[src/rtl/mult_issue_ctrl_if.sv]
// Operand stream, multiplier handshake and result stream of the issue stage.
// Pure wiring bundle: no storage, no latency of its own.
// Backpressure is carried by in_ready/out_ready; mul_busy gates new starts.
interface mult_issue_ctrl_if #(
  parameter int N = 4
);
  logic           in_valid;
  logic           in_ready;
  logic [N-1:0]   in_a;
  logic [N-1:0]   in_b;
  logic           mul_start;
  logic [N-1:0]   mul_multiplican;
  logic [N-1:0]   mul_multiplier;
  logic           mul_busy;
  logic           mul_done;
  logic [2*N-1:0] mul_product;
  logic           out_valid;
  logic           out_ready;
  logic [2*N-1:0] out_product;
  logic [7:0]     out_seq;
  logic           out_err;

  // Environment side: operand producer, multiplier and result consumer.
  modport master (
    output in_valid, in_a, in_b, mul_busy, mul_done, mul_product, out_ready,
    input  in_ready, mul_start, mul_multiplican, mul_multiplier,
           out_valid, out_product, out_seq, out_err
  );

  // Issue controller side.
  modport slave (
    input  in_valid, in_a, in_b, mul_busy, mul_done, mul_product, out_ready,
    output in_ready, mul_start, mul_multiplican, mul_multiplier,
           out_valid, out_product, out_seq, out_err
  );
endinterface

[src/rtl/mult_issue_ctrl.sv]
// Issue stage for the Booth multiplier: queues operand pairs, starts one op, captures its product.
// Latency: push at edge k -> mul_start in cycle k+2; result valid the edge after done rises.
// Backpressure: in_ready = !full; a held result blocks the next start until out_ready.
module mult_issue_ctrl #(
  parameter int N       = 4,
  parameter int DEPTH   = 2,
  parameter int TIMEOUT = 64
) (
  input  logic              clk,
  input  logic              rst,
  mult_issue_ctrl_if.slave  bus
);

  localparam int AW = (DEPTH > 1) ? $clog2(DEPTH) : 1;
  localparam int TW = $clog2(TIMEOUT + 1);
  localparam logic [AW:0]   FULL_CNT = (AW + 1)'(DEPTH);
  localparam logic [TW-1:0] TMO_LAST = TW'(TIMEOUT - 1);

  localparam logic [1:0] S_IDLE  = 2'd0;
  localparam logic [1:0] S_ISSUE = 2'd1;
  localparam logic [1:0] S_WAIT  = 2'd2;
  localparam logic [1:0] S_HOLD  = 2'd3;

  typedef struct packed {
    logic [N-1:0] a;
    logic [N-1:0] b;
    logic [7:0]   seq;
  } entry_t;

  entry_t          mem [DEPTH];
  entry_t          head;
  logic [AW-1:0]   wr_ptr;
  logic [AW-1:0]   rd_ptr;
  logic [AW:0]     count;
  logic [7:0]      seq_cnt;
  logic            full;
  logic            empty;
  logic            push;
  logic            start_ok;

  logic [1:0]      state;
  logic            done_q;
  logic [TW-1:0]   tmo_cnt;
  logic [7:0]      pend_seq;
  logic            capture;
  logic            timeout;

  logic [N-1:0]    mul_a_r;
  logic [N-1:0]    mul_b_r;
  logic            out_valid_r;
  logic [2*N-1:0]  out_product_r;
  logic [7:0]      out_seq_r;
  logic            out_err_r;

  assign full  = (count == FULL_CNT);
  assign empty = (count == '0);
  // Full blocks the push even if a pop happens at the same edge: no pass-through.
  assign push  = bus.in_valid && !full;
  assign head  = mem[rd_ptr];

  // A new op may start from IDLE, or straight out of HOLD on the result handshake.
  assign start_ok = !empty && !bus.mul_busy &&
                    ((state == S_IDLE) || ((state == S_HOLD) && bus.out_ready));

  // Only a fresh rising edge of done counts; a level left from the last op is ignored.
  assign capture = (state == S_WAIT) && bus.mul_done && !done_q;
  assign timeout = (state == S_WAIT) && !capture && (tmo_cnt == TMO_LAST);

  assign bus.in_ready        = !full;
  assign bus.mul_start       = (state == S_ISSUE);
  assign bus.mul_multiplican = mul_a_r;
  assign bus.mul_multiplier  = mul_b_r;
  assign bus.out_valid       = out_valid_r;
  assign bus.out_product     = out_product_r;
  assign bus.out_seq         = out_seq_r;
  assign bus.out_err         = out_err_r;

  // Operand storage; contents need no reset because count guards every read.
  always_ff @(posedge clk) begin
    if (push) begin
      mem[wr_ptr] <= '{a: bus.in_a, b: bus.in_b, seq: seq_cnt};
    end
  end

  // FIFO pointers, occupancy and the per-push sequence tag.
  always_ff @(posedge clk or negedge rst) begin
    if (!rst) begin
      wr_ptr  <= '0;
      rd_ptr  <= '0;
      count   <= '0;
      seq_cnt <= '0;
    end else begin
      if (push) begin
        wr_ptr  <= wr_ptr + 1'b1;
        seq_cnt <= seq_cnt + 8'd1;
      end
      if (start_ok) begin
        rd_ptr <= rd_ptr + 1'b1;
      end
      case ({push, start_ok})
        2'b10:   count <= count + 1'b1;
        2'b01:   count <= count - 1'b1;
        default: count <= count;
      endcase
    end
  end

  // Issue/capture FSM with the operand, watchdog and result registers it owns.
  always_ff @(posedge clk or negedge rst) begin
    if (!rst) begin
      state         <= S_IDLE;
      done_q        <= 1'b0;
      tmo_cnt       <= '0;
      pend_seq      <= '0;
      mul_a_r       <= '0;
      mul_b_r       <= '0;
      out_valid_r   <= 1'b0;
      out_product_r <= '0;
      out_seq_r     <= '0;
      out_err_r     <= 1'b0;
    end else begin
      done_q <= bus.mul_done;

      case (state)
        S_IDLE: begin
          if (start_ok) begin
            state <= S_ISSUE;
          end
        end
        S_ISSUE: begin
          state <= S_WAIT;
        end
        S_WAIT: begin
          if (capture) begin
            out_product_r <= bus.mul_product;
            out_seq_r     <= pend_seq;
            out_err_r     <= 1'b0;
            out_valid_r   <= 1'b1;
            state         <= S_HOLD;
          end else if (timeout) begin
            out_product_r <= '0;
            out_seq_r     <= pend_seq;
            out_err_r     <= 1'b1;
            out_valid_r   <= 1'b1;
            state         <= S_HOLD;
          end else begin
            tmo_cnt <= tmo_cnt + 1'b1;
          end
        end
        default: begin
          if (bus.out_ready) begin
            out_valid_r <= 1'b0;
            state       <= start_ok ? S_ISSUE : S_IDLE;
          end
        end
      endcase

      if (start_ok) begin
        mul_a_r  <= head.a;
        mul_b_r  <= head.b;
        pend_seq <= head.seq;
        tmo_cnt  <= '0;
      end
    end
  end

endmodule

[src/flat_wrapper.sv]
// flat-port wrapper written by rule: the top's interface ports become plain ports
module mult_issue_ctrl_flat 
#(
  parameter int N       = 4,
  parameter int DEPTH   = 2,
  parameter int TIMEOUT = 64
)
  (clk, rst, bus_in_valid, bus_in_a, bus_in_b, bus_mul_busy, bus_mul_done, bus_mul_product, bus_out_ready, bus_in_ready, bus_mul_start, bus_mul_multiplican, bus_mul_multiplier, bus_out_valid, bus_out_product, bus_out_seq, bus_out_err);
  mult_issue_ctrl_if #(.N(N)) bus_i ();
  input  logic clk;
  input  logic rst;
  input wire logic [$bits(bus_i.in_valid)-1:0] bus_in_valid;
  input wire logic [$bits(bus_i.in_a)-1:0] bus_in_a;
  input wire logic [$bits(bus_i.in_b)-1:0] bus_in_b;
  input wire logic [$bits(bus_i.mul_busy)-1:0] bus_mul_busy;
  input wire logic [$bits(bus_i.mul_done)-1:0] bus_mul_done;
  input wire logic [$bits(bus_i.mul_product)-1:0] bus_mul_product;
  input wire logic [$bits(bus_i.out_ready)-1:0] bus_out_ready;
  output wire logic [$bits(bus_i.in_ready)-1:0] bus_in_ready;
  output wire logic [$bits(bus_i.mul_start)-1:0] bus_mul_start;
  output wire logic [$bits(bus_i.mul_multiplican)-1:0] bus_mul_multiplican;
  output wire logic [$bits(bus_i.mul_multiplier)-1:0] bus_mul_multiplier;
  output wire logic [$bits(bus_i.out_valid)-1:0] bus_out_valid;
  output wire logic [$bits(bus_i.out_product)-1:0] bus_out_product;
  output wire logic [$bits(bus_i.out_seq)-1:0] bus_out_seq;
  output wire logic [$bits(bus_i.out_err)-1:0] bus_out_err;
  assign bus_i.in_valid = bus_in_valid;
  assign bus_i.in_a = bus_in_a;
  assign bus_i.in_b = bus_in_b;
  assign bus_i.mul_busy = bus_mul_busy;
  assign bus_i.mul_done = bus_mul_done;
  assign bus_i.mul_product = bus_mul_product;
  assign bus_i.out_ready = bus_out_ready;
  assign bus_in_ready = bus_i.in_ready;
  assign bus_mul_start = bus_i.mul_start;
  assign bus_mul_multiplican = bus_i.mul_multiplican;
  assign bus_mul_multiplier = bus_i.mul_multiplier;
  assign bus_out_valid = bus_i.out_valid;
  assign bus_out_product = bus_i.out_product;
  assign bus_out_seq = bus_i.out_seq;
  assign bus_out_err = bus_i.out_err;
  mult_issue_ctrl #(.N(N), .DEPTH(DEPTH), .TIMEOUT(TIMEOUT)) u_core (.clk(clk), .rst(rst), .bus(bus_i));
endmodule
[config.mk]
export PLATFORM = sky130hd
export DESIGN_NAME = mult_issue_ctrl_flat
export DESIGN_NICKNAME = d
export VERILOG_FILES = /design/src/rtl/mult_issue_ctrl_if.sv /design/src/rtl/mult_issue_ctrl.sv /design/src/flat_wrapper.sv
export SDC_FILE = /design/constraint.sdc
export NUM_CORES = 1
export LEC_CHECK = 0
export ABC_CLOCK_PERIOD_IN_PS = 5000
export CAP_MARGIN = 20
export CORE_UTILIZATION = 50
export CTS_CLUSTER_DIAMETER = 120
export DETAILED_ROUTE_END_ITERATION = 8
export GPL_ROUTABILITY_DRIVEN = 0
export PLACE_DENSITY_LB_ADDON = 0.12
export SETUP_SLACK_MARGIN = 0.5
export SLEW_MARGIN = 5
export SYNTH_ARGS = -nofsm -noshare
export SYNTH_HDL_FRONTEND = slang
export SYNTH_SLANG_ARGS = --single-unit
[constraint.sdc]
create_clock -name clk -period 5 [get_ports clk]
set_input_delay 0.5 -clock clk [delete_from_list [all_inputs] [get_ports clk]]
set_output_delay 0.5 -clock clk [all_outputs]
set_load 0.02 [all_outputs]
# Word level (Yosys, flattened, before mapping)
# Memories as Yosys holds them, arrays and structs flattened. A register that Yosys moved wholly into a read port is not among the register bits.
# Index checks and enable logic that the tools add are counted.
classes:
  reduce_logical: 27
  n_addsub: 6
  n_bitwise: 1
  muxes: 22
  eq_ne: 11
ops:
  columns: ["op", "count"]
  rows:
  - ["two-way mux 8 bit", 4]
  - ["two-way mux 7 bit", 4]
  - ["AND reduction 3 bit", 3]
  - ["adder 8 x 1 -> 8 bit, second input constant", 1]
  - ["equality test 2 bit, second input constant", 4]
  - ["logical AND 1 bit", 8]
  - ["two-way mux 2 bit", 4]
  - ["nonzero test 2 bit", 4]
  - ["adder 7 x 1 -> 7 bit, second input constant", 1]
  - ["equality test 7 x 6 -> 1 bit, second input constant", 1]
  - ["two-way mux 1 bit", 7]
  - ["zero test 1 bit", 6]
  - ["!= test 2 x 1 -> 1 bit, second input constant", 3]
  - ["one-hot mux 2 bit (3 select lines)", 1]
  - ["equality test 2 x 1 -> 1 bit, second input constant", 2]
  - ["zero test 2 bit", 2]
  - ["one-hot mux 2 bit (2 select lines)", 1]
  - ["nonzero test 4 bit", 1]
  - ["!= test 3 x 1 -> 1 bit, second input constant", 1]
  - ["adder 1 bit, second input constant", 2]
  - ["adder 2 x 1 -> 2 bit, second input constant", 1]
  - ["one-hot mux 1 bit (2 select lines)", 1]
  - ["AND reduction 2 bit", 1]
  - ["OR reduction 2 bit", 1]
  - ["other kinds (3)", 3]
totals:
  ram_bits: 32
  out_inout_bits: 28
  input_bits: 22
  word_cells: 79
  ff_bits: 40
  mem_count: 1
memory_table:
  columns: ["memory", "depth", "width", "read_ports", "rd_ports_with_merged_regs", "write_ports", "line_no", "text"]
  rows:
  - ["u_core.mem", 2, 16, 1, 1, 1, "mult_issue_ctrl.sv:30", "entry_t mem [DEPTH];"]

# Depth between registers and ports, before layout
# Gate-level depths: netlist of the first run.
logic_depth:
  word_depth: 10
  ltp_mapped: 10
  mapped_depth_nobuf: 9

# Worst setup path before layout of the first run
# No wires, ideal clock.
synth_timing:
  path_type: "flip-flop to flip-flop"
  from: "register u_core.count[0]"
  to: "memory u_core.mem[0][0] (netlist name), enable pin"
  stages_incl_launch_ff: 5
  required_ps: 4612
  period_less_slack_ps: 2076
  t_arrival_ps: 1687
  n_path_buf: 0
  setup_time_ps: 388
  slack_ps: 2924
  path_cell_list: "dfrtp_1 > nand2b_1 > and2_1 > inv_1 > nor2_1"
synth_via:
  elab_chain_len: 5
synth_lines:
  columns: ["item", "line_no", "text"]
  rows:
  - ["start: declaration", "mult_issue_ctrl.sv:34", "logic [AW:0] count;"]
  - ["start signal: assignment", "mult_issue_ctrl.sv:101", "2'b10: count <= count + 1'b1;"]
  - ["start signal: assignment", "mult_issue_ctrl.sv:102", "2'b01: count <= count - 1'b1;"]
  - ["start signal: assignment", "mult_issue_ctrl.sv:103", "default: count <= count;"]
  - ["equality test 2 bit", "mult_issue_ctrl.sv:55", "assign full = (count == FULL_CNT);"]
  - ["zero test 1 bit", null, null]
  - ["net bus_in_ready", "flat_wrapper.sv:19", "output wire logic [$bits(bus_i.in_ready)-1:0] bus_in_ready;"]
  - ["logical AND 1 bit", "mult_issue_ctrl.sv:58", "assign push = bus.in_valid && !full;"]
  - ["two-way mux 1 bit", "mult_issue_ctrl.sv:80", "if (push) begin"]
  - ["two-way mux 1 bit (not written as such)", "mult_issue_ctrl.sv:81", "mem[wr_ptr] <= '{a: bus.in_a, b: bus.in_b, seq: seq_cnt};"]
  - ["end: declaration", "mult_issue_ctrl.sv:30", null]
# The timed path passes the listed nets, and every way through them passes these cells.

# Worst setup path in the final report of the first run
layout_timing:
  from: "register u_core.state[0]"
  to: "register u_core.count[1]"
layout_via:
  elab_chain_len: 6
  elab_cells_between_ends: 9
  cone_classes: "3 x eq/ne; 1 x mux; 5 x reduce/logical"
layout_lines:
  columns: ["item", "line_no", "text"]
  rows:
  - ["start: declaration", "mult_issue_ctrl.sv:41", "logic [1:0] state;"]
  - ["start signal: assignment", "mult_issue_ctrl.sv:153", "state <= start_ok ? S_ISSUE : S_IDLE;"]
  - ["equality test 2 bit", "mult_issue_ctrl.sv:63", "((state == S_IDLE) || ((state == S_HOLD) && bus.out_ready));"]
  - ["logical AND 1 bit", "mult_issue_ctrl.sv:63", null]
  - ["logical OR 1 bit *", "mult_issue_ctrl.sv:63", null]
  - ["logical AND 1 bit *", "mult_issue_ctrl.sv:62", "assign start_ok = !empty && !bus.mul_busy &&"]
  - ["net u_core.start_ok", "mult_issue_ctrl.sv:39", "logic start_ok;"]
  - ["equality test 2 x 1 -> 1 bit or equality test 2 bit (tied branches)", "mult_issue_ctrl.sv:100", "case ({push, start_ok})"]
  - ["one-hot mux 2 bit (2 select lines) or nonzero test 2 bit (tied branches)", null, null]
# The timed path passes the listed nets; every way through them passes the cells marked *.
# A chain may end at the register's enable or synchronous reset.

==> results.json, run 1 <==
{
  "grt_pass1_vias": 2002,
  "dp_slack_ns": 2.49,
  "slew_violations": 0,
  "cts.repair.resized": 0,
  "initial_utilization": 0.520,
  "fin_skew_ns": 0.0107,
  "fin_ws_ns": 2.75,
  "antenna_cells": 0,
  "syn_nets": 277,
  "path_max_fanout": 38,
  "synth_edf_count": 32,
  "cts.sinks": 88,
  "drt_iter0_markers": 69,
  "dp_hpwl_um": 3650,
  "grt_pass1_wl_um": 9540,
  "synth.distinct_cells": 40,
  "cts_tree": "yes",
  "synth_compound_area_frac": 0.0730,
  "finalCritPeriodShare": 0.450,
  "clockBufferDepth": 2,
  "worst_skew_pair.late_latency_ns": 0.34,
  "muxShareOfSynthArea": 0.0871,
  "drv_cap": 0,
  "final_cell_count_no_fill": 402,
  "run_status": "complete, no violations",
  "synth_top_family_by_area": "multiplexers",
  "p_per_area_nw_per_um2": 604,
  "hold_viol": 0,
  "synthSimpleGateAreaFrac": 0.0857,
  "synth-seq-cells": 88,
  "ant_nets": 0,
  "layout_common_cells": "dfrtp_1 (56), clkdlybuf4s50_1 (48), edfxtp_1 (32)",
  "tns_ns": 0,
  "fin_util": 0.632,
  "drt_first_pass_iters": 4,
  "yosys_warnings": 0,
  "nets": 331,
  "grt_util_all_layers": 0.174,
  "cp.required_ns": 5.27,
  "synth-xor-area-share": 0.0322,
  "rsz0062_at_grt": "no",
  "portBuffers": 49,
  "ys_seq_area_frac": 0.669,
  "relSlewSlack": 0.346,
  "vias_per_cell": 5.13,
  "period_minus_slack_ns": 2.25,
  "p_leak_nw": 1.79,
  "peakVddDrop_uv": 301,
  "grt_overflow": 0,
  "path_clk_slew_ns": 0.08,
  "placed_cells": 386,
  "synth_area_per_cell_sq_um": 14.3,
  "die_height_um": 86.1,
  "critPathSlowestCell": "dfrtp_1",
  "async_reset_ff_frac": 0.636,
  "fmaxAchievable_mhz": 444,
  "finalPower_mw": 2.59,
  "crit_type": "flop to flop",
  "antenna_found_initial": 0,
  "finalSetupViolCount": 0,
  "core_sq_um": 6790,
  "synthAdderAreaFrac": 0.0283,
  "area_growth_pct": 21.5,
  "die_w_um": 86.1,
  "nFillCells": 547,
  "wl_um": 5700,
  "drc_errors": 0,
  "cp.arrival_ns": 2.52,
  "endpoint_kind": "flop",
  "vias": 2063,
  "grt_max_degree": 57,
  "max_stage_delay_ns": 0.43,
  "boundaryPins": 50,
  "cts_max_level": 3,
  "syn_inst": 247,
  "worst_slew_pin_slew_ns": 0.981,
  "postCtsSetupRepairBufs": 0,
  "cts_inserted_buffers": 9,
  "crit_chain": "inv_1 > ha_1 > a21oi_1 > or2_1 > buf_4 > inv_1 > ha_1 > nor2_1 > xor2_1",
  "drive_gt1_frac": 0.134,
  "synth_area_sq_um": 3530,
  "synthFlopType": "dfrtp_1",
  "hold_class": "input port to asynchronous set/reset pin",
  "drt-wirelength-per-cell_um": 14.2,
  "startpoint_type": "flop",
  "placementRows": 30,
  "cts_hold_buf": 0,
  "root_buffer": "clkbuf_8",
  "mostFrequentLayoutCell": "dfrtp_1",
  "dieArea_sq_um": 7400
}
## logic make-up (layout without fill, tap and decap cells)
family / after synthesis / after routing
AO/OA/AOI/OAI: 39 / 39
buffers and inverters: 15 / 74
multiplexers: 28 / 28
XOR/XNOR: 13 / 13
flip-flops: 88 / 88
AND/OR/NAND/NOR: 56 / 56
adder cells (fa/ha/maj): 8 / 8
## synth_stat cells (3+ instances only)
master | count | share of area
a21oi_1 | 7 | 0.0099
a22o_1 | 8 | 0.020
buf_2 | 4 | 0.0057
buf_6 | 3 | 0.0096
dfrtp_1 | 56 | 0.40
edfxtp_1 | 32 | 0.27
ha_1 | 8 | 0.028
inv_1 | 5 | 0.0053
mux2_2 | 6 | 0.019
mux2_4 | 4 | 0.017
mux2i_1 | 18 | 0.051
nand2_1 | 23 | 0.024
nand3_1 | 4 | 0.0057
nand4_1 | 4 | 0.0071
nor2_1 | 6 | 0.0064
o21ai_0 | 19 | 0.027
xnor2_1 | 11 | 0.027
## power by group
group | total, mW | internal [mW] | switching, mW
sequential | 1.21 | 1.02 | 0.183
combinational | 0.907 | 0.456 | 0.451
clock | 0.479 | 0.234 | 0.245
total | 2.59 | 1.71 | 0.879
## registers in the layout (all words and copies together) (netlist names)
signal / count
u_core.seq_cnt: 8
u_core.pend_seq: 8
u_core.rd_ptr: 1
u_core.mem: 32
u_core.bus.out_valid: 1
u_core.wr_ptr: 1
u_core.bus.mul_multiplier: 4
u_core.count: 2
u_core.done_q: 1
u_core.bus.mul_multiplican: 4
u_core.state: 2
u_core.bus.out_product: 8
u_core.bus.out_seq: 8
u_core.bus.out_err: 1
u_core.tmo_cnt: 7
## worst paths after layout
check / from / to / slack (ns) / cells after the start
min reg2reg: u_core.pend_seq[0] / u_core.pend_seq[0] / 0.48 / 2
min: rst / u_core.bus.out_product[3] / 0.29 / 2
max: u_core.state[0] / u_core.count[1] / 2.75 / 9
max reg2reg: u_core.state[0] / u_core.count[1] / 2.75 / 9
min in group clk: u_core.pend_seq[0] / u_core.pend_seq[0] / 0.48 / 2
max in group asynchronous: rst / u_core.seq_cnt[3] / 4.25 / 2
## layout make-up
cell class                      instances  area [sq um]  area share
Multi-Input combinational cell        144          1080       0.252
Inverter                                6          22.5     0.00525
Tap cell                               96           120      0.0280
Clock buffer                           10           128      0.0297
Sequential cell                        88          2360       0.550
Timing Repair Buffer                   52           508       0.118
Clock inverter                          6          70.1      0.0163
## worst max-delay path: cells and delay by family, from the launching register on
kind | cells | cell delay [ns]
adders and majority gates | 2 | 0.63
buffers and inverters | 3 | 0.62
DFF | 1 | 0.43
and+or+nand+nor | 2 | 0.23
xor gates and xnor gates | 1 | 0.15
AOI/OAI and AO/OA | 1 | 0.12
## routing by layer
metal / wire length (um) / up-vias / track usage
li1: - / 992 / -
met3: 220 / 6 / 0.0385
met5: 0 / - / 0
met1: 2660 / 1023 / 0.230
met4: 63 / 0 / 0.0818
met2: 2760 / 42 / 0.273
## metrics by stage
step | hold WS (ns) | instance area [sq um]
after floorplan | 0.204 | 3530
after global placement | 0.462 | 4100
after detailed placement | 0.469 | 4100
after CTS | 0.308 | 4290
after global routing | 0.360 | 4290
final | 0.285 | 4290
(Power assumes the default switching activity.)
==> run 2, diff against run 1 <==
--- a/config.mk
+++ b/config.mk
@@ -5,9 +5,9 @@
 export SDC_FILE = /design/constraint.sdc
 export NUM_CORES = 1
 export LEC_CHECK = 0
-export ABC_CLOCK_PERIOD_IN_PS = 5000
+export ABC_CLOCK_PERIOD_IN_PS = 2000
 export CAP_MARGIN = 20
-export CORE_UTILIZATION = 50
+export CORE_UTILIZATION = 49
 export CTS_CLUSTER_DIAMETER = 120
 export DETAILED_ROUTE_END_ITERATION = 8
 export GPL_ROUTABILITY_DRIVEN = 0
==> constraint.sdc (replaced) <==
create_clock -name clk -period 2 [get_ports clk]
set_input_delay 0.2 -clock clk [delete_from_list [all_inputs] [get_ports clk]]
set_output_delay 0.2 -clock clk [all_outputs]
set_load 0.02 [all_outputs]
==> run 2 against run 1 <==
  * Clock power grew to 2.5 times the previous value
  * Via count is 9.6% higher
  * Utilization is 7.8 points higher
  * Largest cell class unchanged
  * Clock skew is 0.0012 ns higher
  * Power grew to 2.9 times the previous value
  * Worst setup slack worse by 2.4 ns
  * Die area is 2.0% higher
  * Sequential power is 150% higher
  * Fmax is 35% higher
==> results.json, run 2 (same netlist as run 1, synthesis figures left out) <==
{
  "critPathSlowestCell": "dfrtp_1",
  "fin_ws_ns": 0.329,
  "period_minus_slack_ns": 1.67,
  "grt_util_all_layers": 0.199,
  "ant_nets": 0,
  "hold_viol": 0,
  "slew_violations": 0,
  "crit_type": "flop to flop",
  "drt-wirelength-per-cell_um": 17.0,
  "die_w_um": 86.9,
  "crit_chain": "inv_2 > ha_4 > a21oi_2 > or2_4 > clkinv_4 > ha_4 > xnor2_4 > nor2_4 > xor2_1",
  "nets": 367,
  "grt_pass1_wl_um": 11200,
  "finalCritPeriodShare": 0.835,
  "fin_skew_ns": 0.0119,
  "die_height_um": 86.9,
  "wl_um": 7460,
  "cp.required_ns": 2.23,
  "grt_pass1_vias": 2246,
  "drt_first_pass_iters": 4,
  "drc_errors": 0,
  "r2r_cells": 9,
  "worst_slew_pin_slew_ns": 0.385,
  "endpoint_kind": "flop",
  "p_sw_mw": 2.65,
  "placementRows": 30,
  "run_status": "complete, no violations",
  "fmaxAchievable_mhz": 598,
  "top_register": "u_core.mem",
  "portBuffers": 49,
  "cts_tree": "yes",
  "core_sq_um": 6870,
  "vias_per_cell": 5.16,
  "worst_skew_pair.late_latency_ns": 0.35,
  "startpoint_type": "flop",
  "hold_depth": 1,
  "drive_gt1_frac": 0.301,
  "path_max_fanout": 3,
  "p_int_mw": 4.79,
  "drv_cap": 0,
  "rsz0062_at_grt": "yes",
  "root_buffer": "clkbuf_8",
  "path_clk_slew_ns": 0.09,
  "cts.sinks": 88,
  "r2r-end": "u_core.count[1]",
  "timing.rr.start": "u_core.state[0]",
  "dieArea_sq_um": 7550,
  "cts_max_level": 3,
  "antenna_cells": 0,
  "cp.arrival_ns": 1.90,
  "boundaryPins": 50,
  "peakVddDrop_uv": 885,
  "combPwrFrac": 0.435,
  "area_growth_pct": 38.0,
  "hold_class": "input port to flop",
  "mostFrequentLayoutCell": "dfrtp_1",
  "startpoint": "u_core.state[0]",
  "drt_iter0_markers": 145,
  "vias": 2261,
  "p_sw_frac": 0.357,
  "p_leak_nw": 2.17,
  "p_per_area_nw_per_um2": 1530,
  "r2r_slack_ns": 0.33,
  "finalSetupViolCount": 0,
  "pwr-share-clk": 0.164,
  "holdCritStartpoint": "bus_mul_done",
  "wl_met2_um": 3790,
  "grt_max_degree": 57,
  "finalPower_mw": 7.44,
  "grt_overflow": 0,
  "max_stage_delay_ns": 0.43,
  "relSlewSlack": 0.743,
  "layout_common_cells": "dfrtp_1 (55), edfxtp_1 (32), dlygate4sd2_1 (26)",
  "cts_inserted_buffers": 9,
  "initial_utilization": 0.514,
  "clockBufferDepth": 2,
  "highest_layer": "met4",
  "crit_buf_inv": 2,
  "cpMostUsedCell": "ha_4",
  "wl_met3_um": 275,
  "largest_reg_flops": 32,
  "wl_met1_um": 3300,
  "critPathTopFamily": "flip-flops",
  "dp_slack_ns": 0.135,
  "antenna_found_initial": 0,
  "tns_ns": 0,
  "p_seq_frac": 0.401,
  "hold_end": "u_core.done_q",
  "dp_hpwl_um": 3940
}
==> run 2: cell types whose count changed in the layout (fill, tap and decap cells not counted), sizes merged <==
| cell | change |
|---|---|
| a21oi | +1 |
| buf | +34 |
| clkbuf | +1 |
| clkdlybuf4s50 | -28 |
| clkinv | +1 |
| clkinvlp | -1 |
| dlygate4sd2 | +26 |
| dlygate4sd3 | +1 |
| dlymetal6s2s | +1 |
==> run 2: through the flow <==
stage               hold slack (ns)  utilization  instance area, sq um  cells
finish                        0.340        0.710                  4880    438
global placement              0.227        0.611                  4200    388
global route                  0.333        0.710                  4880    438
CTS                           0.328        0.685                  4710    429
detailed placement            0.227        0.611                  4200    388
floorplan                   -0.0956            -                  3600    247
==> run 2: what timing repair did <==
action / CTS / global route
endpoints found under the setup margin: 72 / 47
hold buffers: 1 / 0
setup buffers: 23 / 7
gates cloned: 1 / 2
hold endpoints to repair: 56 / 0
pin swaps: 10 / 13
resized for setup: 55 / 29
==> run 2: final cells by class <==
| class | instances | area, sq um |
|---|---|---|
| Clock buffer | 10 | 128 |
| Sequential cell | 88 | 2360 |
| Tap cell | 96 | 120 |
| Clock inverter | 6 | 67.6 |
| Fill cell | 470 | 1990 |
| Timing Repair Buffer | 87 | 871 |
| Multi-Input combinational cell | 145 | 1300 |
| Inverter | 6 | 30.0 |
==> run 2: worst max path at each step <==
| stage | slack, ns | cells after the start | end |
|---|---|---|---|
| floorplan | 0.34 | 8 | u_core.bus.out_seq[5] |
| global placement | 0.19 | 6 | u_core.bus.out_seq[7] |
| detailed placement | 0.13 | 5 | u_core.tmo_cnt[4] |
| CTS | 0.40 | 7 | u_core.state[0] |
| global route | 0.29 | 9 | u_core.count[1] |
| finish | 0.33 | 9 | u_core.count[1] |
==> run 2: metal layers <==
layer | track usage | vias up
met3 | 0.0322 | 11
met5 | 0 | -
li1 | - | 1071
met2 | 0.331 | 55
met4 | 0.0803 | 0
met1 | 0.262 | 1124
==> run 2: power by group through the flow <==
stage / clock network (mW) / logic (mW) / registers (mW)
after floorplan: 0 / 1.43 / 3.20
after global placement: 0 / 2.46 / 2.99
after detailed placement: 0 / 2.52 / 3.03
after CTS: 1.25 / 2.86 / 2.98
after global routing: 1.31 / 3.47 / 3.06
final: 1.22 / 3.23 / 2.99
